--- src/rtl/ram_pkg.sv ---
// Shared types and constants for the DRAM sequencer and its cycle timer.
package ram_pkg;

    // Width of the per-state cycle counter
    localparam int CNT_W = 3;

    // Default DRAM timing, in FCLK cycles
    localparam int TCAS_DEF     = 1;
    localparam int TRP_DEF      = 2;
    localparam int TRAS_REF_DEF = 3;

    typedef enum logic [2:0] {
        IDLE,
        ROW,
        COL,
        HOLD,
        PRE,
        REFCAS,
        REFRAS
    } ramState_t;

    // Counter load value for a state lasting 'cycles' cycles (counts down to 0)
    function automatic logic [CNT_W-1:0] cycLoad(input int cycles);
        return CNT_W'(cycles - 1);
    endfunction

endpackage

--- src/rtl/ram_cyc_timer.sv ---
// Loadable 3-bit down-counter timing the COL, REFRAS and PRE states.
// Saturates at zero; done is high while the count is zero.
module ram_cyc_timer
    import ram_pkg::*;
(
    input  logic             FCLK,
    input  logic             nRESET,
    input  logic             load,
    input  logic [CNT_W-1:0] loadValue,
    output logic             done
);

    logic [CNT_W-1:0] count;

    // Load on state entry, otherwise count down and hold at zero
    always_ff @(posedge FCLK or negedge nRESET) begin
        if (!nRESET) begin
            count <= '0;
        end else if (load) begin
            count <= loadValue;
        end else if (count != '0) begin
            count <= count - CNT_W'(1);
        end
    end

    assign done = (count == '0);

endmodule

--- src/rtl/ram_sequencer.sv ---
// DRAM sequencer: arbitrates CPU accesses against CAS-before-RAS refresh and
// drives nRAS/nCAS, the row/column select, RAMReady and RefAck.
// Optional feature: define RAMSEQ_URGENT_PREEMPT_EN to let RefUrgent beat a
// simultaneous CPU request in IDLE; otherwise RefUrgent is ignored.
module ram_sequencer
    import ram_pkg::*;
#(
    parameter int TCAS     = TCAS_DEF,
    parameter int TRP      = TRP_DEF,
    parameter int TRAS_REF = TRAS_REF_DEF
) (
    input  logic FCLK,
    input  logic nRESET,
    input  logic ASActive,
    input  logic ASInactive,
    input  logic RAMCS,
    input  logic RefReq,
    input  logic RefUrgent,
    output logic RefAck,
    output logic RAMReady,
    output logic nRAS,
    output logic nCAS,
    output logic RASel
);

    ramState_t        stateReg;
    ramState_t        stateNext;
    logic             nRasNext;
    logic             nCasNext;
    logic             raSelNext;
    logic             readyNext;
    logic             refAckNext;
    logic             enterPre;
    logic             timerLoad;
    logic [CNT_W-1:0] timerValue;
    logic             timerDone;
    logic             urgentHit;

`ifdef RAMSEQ_URGENT_PREEMPT_EN
    assign urgentHit = RefUrgent;
`else
    logic unusedRefUrgent;
    assign urgentHit       = 1'b0;
    assign unusedRefUrgent = RefUrgent;
`endif

    ram_cyc_timer uTimer (
        .FCLK      (FCLK),
        .nRESET    (nRESET),
        .load      (timerLoad),
        .loadValue (timerValue),
        .done      (timerDone)
    );

    // Next state and next registered outputs; outputs hold unless a transition changes them
    always_comb begin
        stateNext  = stateReg;
        nRasNext   = nRAS;
        nCasNext   = nCAS;
        raSelNext  = RASel;
        readyNext  = RAMReady;
        refAckNext = 1'b0;
        enterPre   = 1'b0;
        timerLoad  = 1'b0;
        timerValue = '0;

        case (stateReg)
            IDLE: begin
                if (urgentHit) begin
                    stateNext = REFCAS;
                    nCasNext  = 1'b0;
                end else if (ASActive && RAMCS) begin
                    stateNext = ROW;
                    nRasNext  = 1'b0;
                end else if (RefReq) begin
                    stateNext = REFCAS;
                    nCasNext  = 1'b0;
                end
            end
            ROW: begin
                if (ASInactive) begin
                    enterPre = 1'b1;
                end else begin
                    stateNext  = COL;
                    nCasNext   = 1'b0;
                    raSelNext  = 1'b1;
                    timerLoad  = 1'b1;
                    timerValue = cycLoad(TCAS);
                end
            end
            COL: begin
                // An abort wins over a coincident end of the CAS period
                if (ASInactive) begin
                    enterPre = 1'b1;
                end else if (timerDone) begin
                    stateNext = HOLD;
                    readyNext = 1'b1;
                end
            end
            HOLD: begin
                if (ASInactive) begin
                    enterPre = 1'b1;
                end
            end
            PRE: begin
                if (timerDone) begin
                    stateNext = IDLE;
                end
            end
            REFCAS: begin
                stateNext  = REFRAS;
                nRasNext   = 1'b0;
                refAckNext = 1'b1;
                timerLoad  = 1'b1;
                timerValue = cycLoad(TRAS_REF);
            end
            REFRAS: begin
                if (timerDone) begin
                    enterPre = 1'b1;
                end
            end
            default: begin
                stateNext = IDLE;
            end
        endcase

        if (enterPre) begin
            stateNext  = PRE;
            nRasNext   = 1'b1;
            nCasNext   = 1'b1;
            raSelNext  = 1'b0;
            readyNext  = 1'b0;
            timerLoad  = 1'b1;
            timerValue = cycLoad(TRP);
        end
    end

    // State and output registers; reset drops the strobes immediately without precharge
    always_ff @(posedge FCLK or negedge nRESET) begin
        if (!nRESET) begin
            stateReg <= IDLE;
            nRAS     <= 1'b1;
            nCAS     <= 1'b1;
            RASel    <= 1'b0;
            RAMReady <= 1'b0;
            RefAck   <= 1'b0;
        end else begin
            stateReg <= stateNext;
            nRAS     <= nRasNext;
            nCAS     <= nCasNext;
            RASel    <= raSelNext;
            RAMReady <= readyNext;
            RefAck   <= refAckNext;
        end
    end

endmodule

--- config.mk ---
export PLATFORM = sky130hd
export DESIGN_NAME = ram_sequencer
export DESIGN_NICKNAME = d
export VERILOG_FILES = /design/src/rtl/ram_pkg.sv /design/src/rtl/ram_cyc_timer.sv /design/src/rtl/ram_sequencer.sv
export SDC_FILE = /design/constraint.sdc
export NUM_CORES = 1
export LEC_CHECK = 0
export CAP_MARGIN = 20
export CELL_PAD_IN_SITES_DETAIL_PLACEMENT = 0
export CELL_PAD_IN_SITES_GLOBAL_PLACEMENT = 1
export CORE_AREA = 5 5 53 55
export DETAILED_ROUTE_END_ITERATION = 10
export DIE_AREA = 0 0 58 60
export PLACE_DENSITY_LB_ADDON = 0.1
export REMOVE_ABC_BUFFERS = 1
export SLEW_MARGIN = 10
export SYNTH_ARGS = -nofsm -noshare
export SYNTH_HDL_FRONTEND = slang
export SYNTH_SLANG_ARGS = --single-unit
--- constraint.sdc ---
create_clock -name FCLK -period 2 [get_ports FCLK]
set_input_delay 0.4 -clock FCLK [delete_from_list [all_inputs] [get_ports FCLK]]
set_output_delay 0.4 -clock FCLK [all_outputs]
set_load 0.02 [all_outputs]
== Word level (Yosys, flattened, before mapping) ==
Cells that the tools add are included.

* Muxes and demuxes: 34
* Add/subtract/negate cells: 1
* Reductions and logical operators: 17
* Equality and inequality tests: 16

{| class="wikitable"
|+ Operators with widths
! operator !! number
|-
| 3-bit 2-to-1 mux || 10
|-
| 3-bit inequality test (second input constant) || 7
|-
| 1-bit 2-to-1 mux || 18
|-
| 3-bit case mux with 6 select lines || 1
|-
| 3-bit == test (second input constant) || 3
|-
| 3-bit nonzero test || 3
|-
| 1-bit case mux with 2 select lines || 4
|-
| 2-bit nonzero test || 4
|-
| 3-bit by 2-bit == test with 1-bit output (second input constant) || 2
|-
| 3-bit zero test || 2
|-
| 6-bit AND reduction || 1
|-
| 2-bit by 1-bit inequality test with 1-bit output (second input constant) || 2
|-
| 4-bit inequality test (second input constant) || 1
|-
| 2-bit AND reduction || 2
|-
| 4-bit AND reduction || 1
|-
| 3-bit by 1-bit == test with 1-bit output (second input constant) || 1
|-
| 3-bit AND reduction || 1
|-
| 3-bit OR reduction || 1
|-
| 3-bit by 1-bit subtractor with 3-bit output (second input constant) || 1
|-
| 2-bit 2-to-1 mux || 1
|-
| 2-bit OR reduction || 1
|-
| 1-bit logical AND || 1
|}

* Register bits: 11
* Output and inout port bits: 5
* Input bits: 7

== Logic depth before layout (Yosys ltp) ==
* Depth in word-level cells: 5
* Depth in mapped cells: 6
* Depth with buffers taken out: 6

== Cells and area by module ==
From an unflattened synthesis, not the netlist that was laid out.

* Cells, all modules: 75
* Area total of the unflattened synthesis: 711.9 um2

{| class="wikitable"
|+ By module, submodules not included
! module !! area each (um2) !! seq. area each (um2) !! cells an instance !! instances
|-
| ram_sequencer || 511.7 || 202.7 || 54 || 1
|-
| ram_cyc_timer || 200.2 || 75.1 || 21 || 1
|}

== Worst setup path after synthesis ==
OpenSTA, ideal clock, no wires.

* Path kind: reg-to-reg
* From: register uTimer.count[0]
* To: register RASel
* Cell stages (with the launch flop): 7
* Required time: 1.878 ns
* Clock period less this slack: 1.553 ns
* Library setup time: 0.122 ns
* Data arrival time: 1.431 ns
* Slack: 0.447 ns
* Path through: dfrtp_1 -> inv_1 -> ha_1 -> nor2b_4 -> nand2b_4 -> a211o_4 -> a32o_1

* Cells in the longest elaborated chain, start to end: 5
* Elaborated cells between the ends (all ways): 7
* Classes of those cells: eq/ne: 1; mux: 3; reduce/logical: 3

{| class="wikitable"
|+ Ends and longest elaborated chain
! element !! line !! RTL
|-
| start: declaration || ram_cyc_timer.sv:13 || <nowiki>logic [CNT_W-1:0] count;</nowiki>
|-
| start signal: assignment || ram_cyc_timer.sv:20 || <nowiki>count <= loadValue;</nowiki>
|-
| start signal: assignment || ram_cyc_timer.sv:22 || <nowiki>count <= count - CNT_W'(1);</nowiki>
|-
| 3-bit zero test * || ram_cyc_timer.sv:26 || <nowiki>assign done = (count == '0);</nowiki>
|-
| 1-bit 2-to-1 mux * || ram_sequencer.sv:118 || <nowiki>if (timerDone) begin</nowiki>
|-
| 1-bit case mux with 2 select lines * || ram_sequencer.sv:67 || <nowiki>case (stateReg)</nowiki>
|-
| 2-bit by 1-bit inequality test with 1-bit output (no line) or 2-bit nonzero test (tied branches) || - ||
|-
| 2-bit AND reduction (no line) || - ||
|-
| end signal: assignment || ram_sequencer.sv:151 || <nowiki>RASel <= raSelNext;</nowiki>
|-
| end: declaration || ram_sequencer.sv:23 || <nowiki>output logic RASel</nowiki>
|}

Mark *: on every way between the ends. The rest lies on a longest branch, timed or not.
A chain may end at the register's enable or synchronous reset.

== Worst setup path after layout ==
* From: register nRAS
* To: output port nRAS

{| class="wikitable"
|+ RTL lines
! element !! line !! RTL
|-
| start: declaration || ram_sequencer.sv:21 || <nowiki>output logic nRAS,</nowiki>
|-
| start signal: assignment || ram_sequencer.sv:149 || <nowiki>nRAS <= nRasNext;</nowiki>
|}

No word-level cell between the ends.

==> impl_metrics.yaml <==
timing:
  tightestPinTransition_ns: 0.533
  fin_crit_sh_pct: 89.7
  finalMaxSlewViolations: 0
  period_needed_ns: 1.79
  maxSlewHeadroom_pct: 64.4
  finalSetupViolCount: 0
  clock.fmax_mhz: 557
  finalClockSkew_ns: 0.00418
  hold_viol_final: 0
  rsz0062_at_grt: "no"
  tns_ns: 0
power_and_ir_drop:
  peakVddDrop_uv: 584
  pwr_density_cell_nw_per_um2: 1630
  finalPower_w: 0.00130
  p_leak_nw: 0.335
floorplan:
  start_util_pct: 28.0
  die_height_um: 60
  die-area_um2: 3480
  fp.coreArea_um2: 2340
  fp.dieW_um: 58
  num_rows: 18
  io_pins: 12
global_route:
  grt_pass1_wl_mm: 2.48
  grt_pass1_vias: 548
  grt_max_degree: 16
  grt_use_total_pct: 9.69
  antenna_found_initial: 0
  overflow: 0
setup_path:
  endpoint_kind: "output pin"
  cp_num_buf_inv: 1
  reg2reg_depth: 6
  crit_type: "flip-flop to output pin"
  crit_family: "buffers and inverters"
  critPathMaxFanout: 2
  slowest_delay_ns: 0.60
  critPathLaunchType: "flip-flop"
  r2r-end: "RASel$_DFFE_PN0P_"
  worstPathCellList: "clkdlybuf4s50_1"
  rrSetupSlack_ns: 0.31
  cp.required_ns: 1.60
  crit_arrival_ns: 1.39
  r2r-start: "uTimer.count[0]$_DFFE_PN0P_"
  cp_slowest_cell: "clkdlybuf4s50_1"
route:
  drc: 0
  dr.max_layer_used: "met4"
  num_vias: 521
  wl_mm: 1.38
  wl_met3_um: 23
  drt-initial-drc-count: 6
  viasPerCell: 4.82
  drt-wirelength-per-cell_um: 12.8
  drt-met1-wl_um: 630
  final_antenna_net_count: 0
  dr.pass1.iters: 4
  met2_length_um: 668
clocking:
  clkTransAtPathRegs_ns: 0.07
  cts.htree.levels: 1
  hold_buffers: 0
  post_cts.repair.setup_buffers: 0
  clock_path_buffers: 2
  cts-resized-gates: 0
  worstSkewPairLatency_ns: 0.27
  cts_buffers: 3
  cts.sinks: 11
  root_buffer: "clkbuf_4"
  tritoncts: "done"
placement:
  place_hpwl_mm: 1.01
  place_congestion: 0.672
  place_area_um2: 776
  portBuffers: 10
run:
  max_cap_violations: 0
outcome:
  status: "finished, final reports clean"
final_layout:
  final_cell_mix: "clkdlybuf4s50_1 (10), dfrtp_1 (9), nand2_1 (7)"
  syn_to_final_growth_pct: 22.3
  nNetsFinal: 88
  stdcell_area_um2: 802
  layout_commonest_cell: "clkdlybuf4s50_1"
  fill_cells: 269
  drive_gt1_share_pct: 15.4
  antenna_cells: 0
logic_synthesis:
  syn-mean-instance-area_um2: 9.79
  syn_area_um2: 656
  syn_inst: 67
  yosysWarningCount: 0
  synth_cell_types: 32
  ys_seq_area_share_pct: 42.4
  synth.ff_latch_count: 11
hold_path:
  min_path_type: "primary input to async pin"
==> logic make-up (layout without fill, tap and decap cells) <==
family | count (synthesis) | after routing | share of synthesized area (%)
AND/OR/NAND/NOR | 26 | 26 | 25.0
flip-flops | 11 | 11 | 42.4
buffers and inverters | 8 | 19 | 5.53
AO/OA/AOI/OAI | 19 | 19 | 21.9
adder cells (fa/ha/maj) | 2 | 2 | 3.82
XOR/XNOR | 1 | 1 | 1.34
==> worst max-delay path by stage <==
| stage | end | depth (start not counted) | slack, ns | start |
|---|---|---|---|---|
| floorplan | RASel$_DFFE_PN0P_ | 6 | 0.45 | uTimer.count[0]$_DFFE_PN0P_ |
| global placement | uTimer.count[1]$_DFFE_PN0P_ | 5 | 0.13 | ASInactive |
| detailed placement | uTimer.count[1]$_DFFE_PN0P_ | 5 | 0.12 | ASInactive |
| CTS | nRAS | 1 | 0.19 | nRAS$_DFFE_PN1P_ |
| global route | nCAS | 1 | 0.17 | nCAS$_DFFE_PN1P_ |
| finish | nRAS | 1 | 0.21 | nRAS$_DFFE_PN1P_ |
==> layout make-up <==
type	instances	area [um^2]	share of cell area, %
well taps	30	37.5	4.68
inverters	5	18.8	2.34
repair buffers	10	100	12.5
multi-input cells	48	342	42.6
flip-flops and latches	11	278	34.6
clock buffers	4	26.3	3.28
==> routing by layer <==
metal | vias up | GRT usage, %
met5 | - | 0
met4 | 0 | 8.94
met1 | 248 | 12.1
met2 | 9 | 14.8
met3 | 5 | 0.648
li1 | 259 | -
==> power breakdown <==
part | total [W] | switching, W | internal, W
registers | 0.000473 | 0.000136 | 0.000337
clock network | 0.000156 | 0.0000788 | 0.0000774
logic | 0.000674 | 0.000333 | 0.000341
total | 0.00130 | 0.000548 | 0.000755
==> flip-flops by register name, summed over array words and instances (netlist names) <==
register and flops:
stateReg 3, uTimer.count 3, RAMReady 1, RASel 1
RefAck 1, nCAS 1, nRAS 1
==> synth_stat cells (all sizes together) <==
master | instances | share of area [%]
a211o | 1 | 2.7
nand3b | 1 | 1.1
or2b | 1 | 1.1
ha | 2 | 3.8
and2 | 1 | 0.95
o2bb2ai | 1 | 1.3
a21oi | 5 | 3.8
nor2b | 3 | 4.0
nand2b | 2 | 3.1
nor3 | 2 | 1.5
buf | 3 | 2.7
o211a | 1 | 1.5
a211oi | 4 | 5.3
o41ai | 1 | 1.3
dfrtp | 9 | 34
nand2 | 7 | 4.0
nor2 | 5 | 2.9
or4b | 1 | 1.5
a21o | 1 | 1.1
a31oi | 1 | 0.95
xnor2 | 1 | 1.3
dfstp | 2 | 8.0
a32o | 1 | 1.5
inv | 5 | 2.9
nor3b | 2 | 3.8
o21ai | 3 | 2.3
or3 | 1 | 0.95
==> metrics by stage <==
stage | setup slack (ns) | util [%] | std cells | hold WS (ns)
4_1_cts | 0.187 | 34.2 | 108 | 0.489
3_5_place_dp | 0.124 | 33.1 | 104 | 0.475
2_1_floorplan | 0.447 | - | 64 | 0.104
3_3_place_gp | 0.133 | 33.1 | 104 | 0.471
5_1_grt | 0.165 | 34.2 | 108 | 0.505
6_report | 0.206 | 34.2 | 108 | 0.470
No activity file was read; power rests on OpenSTA's default activity.
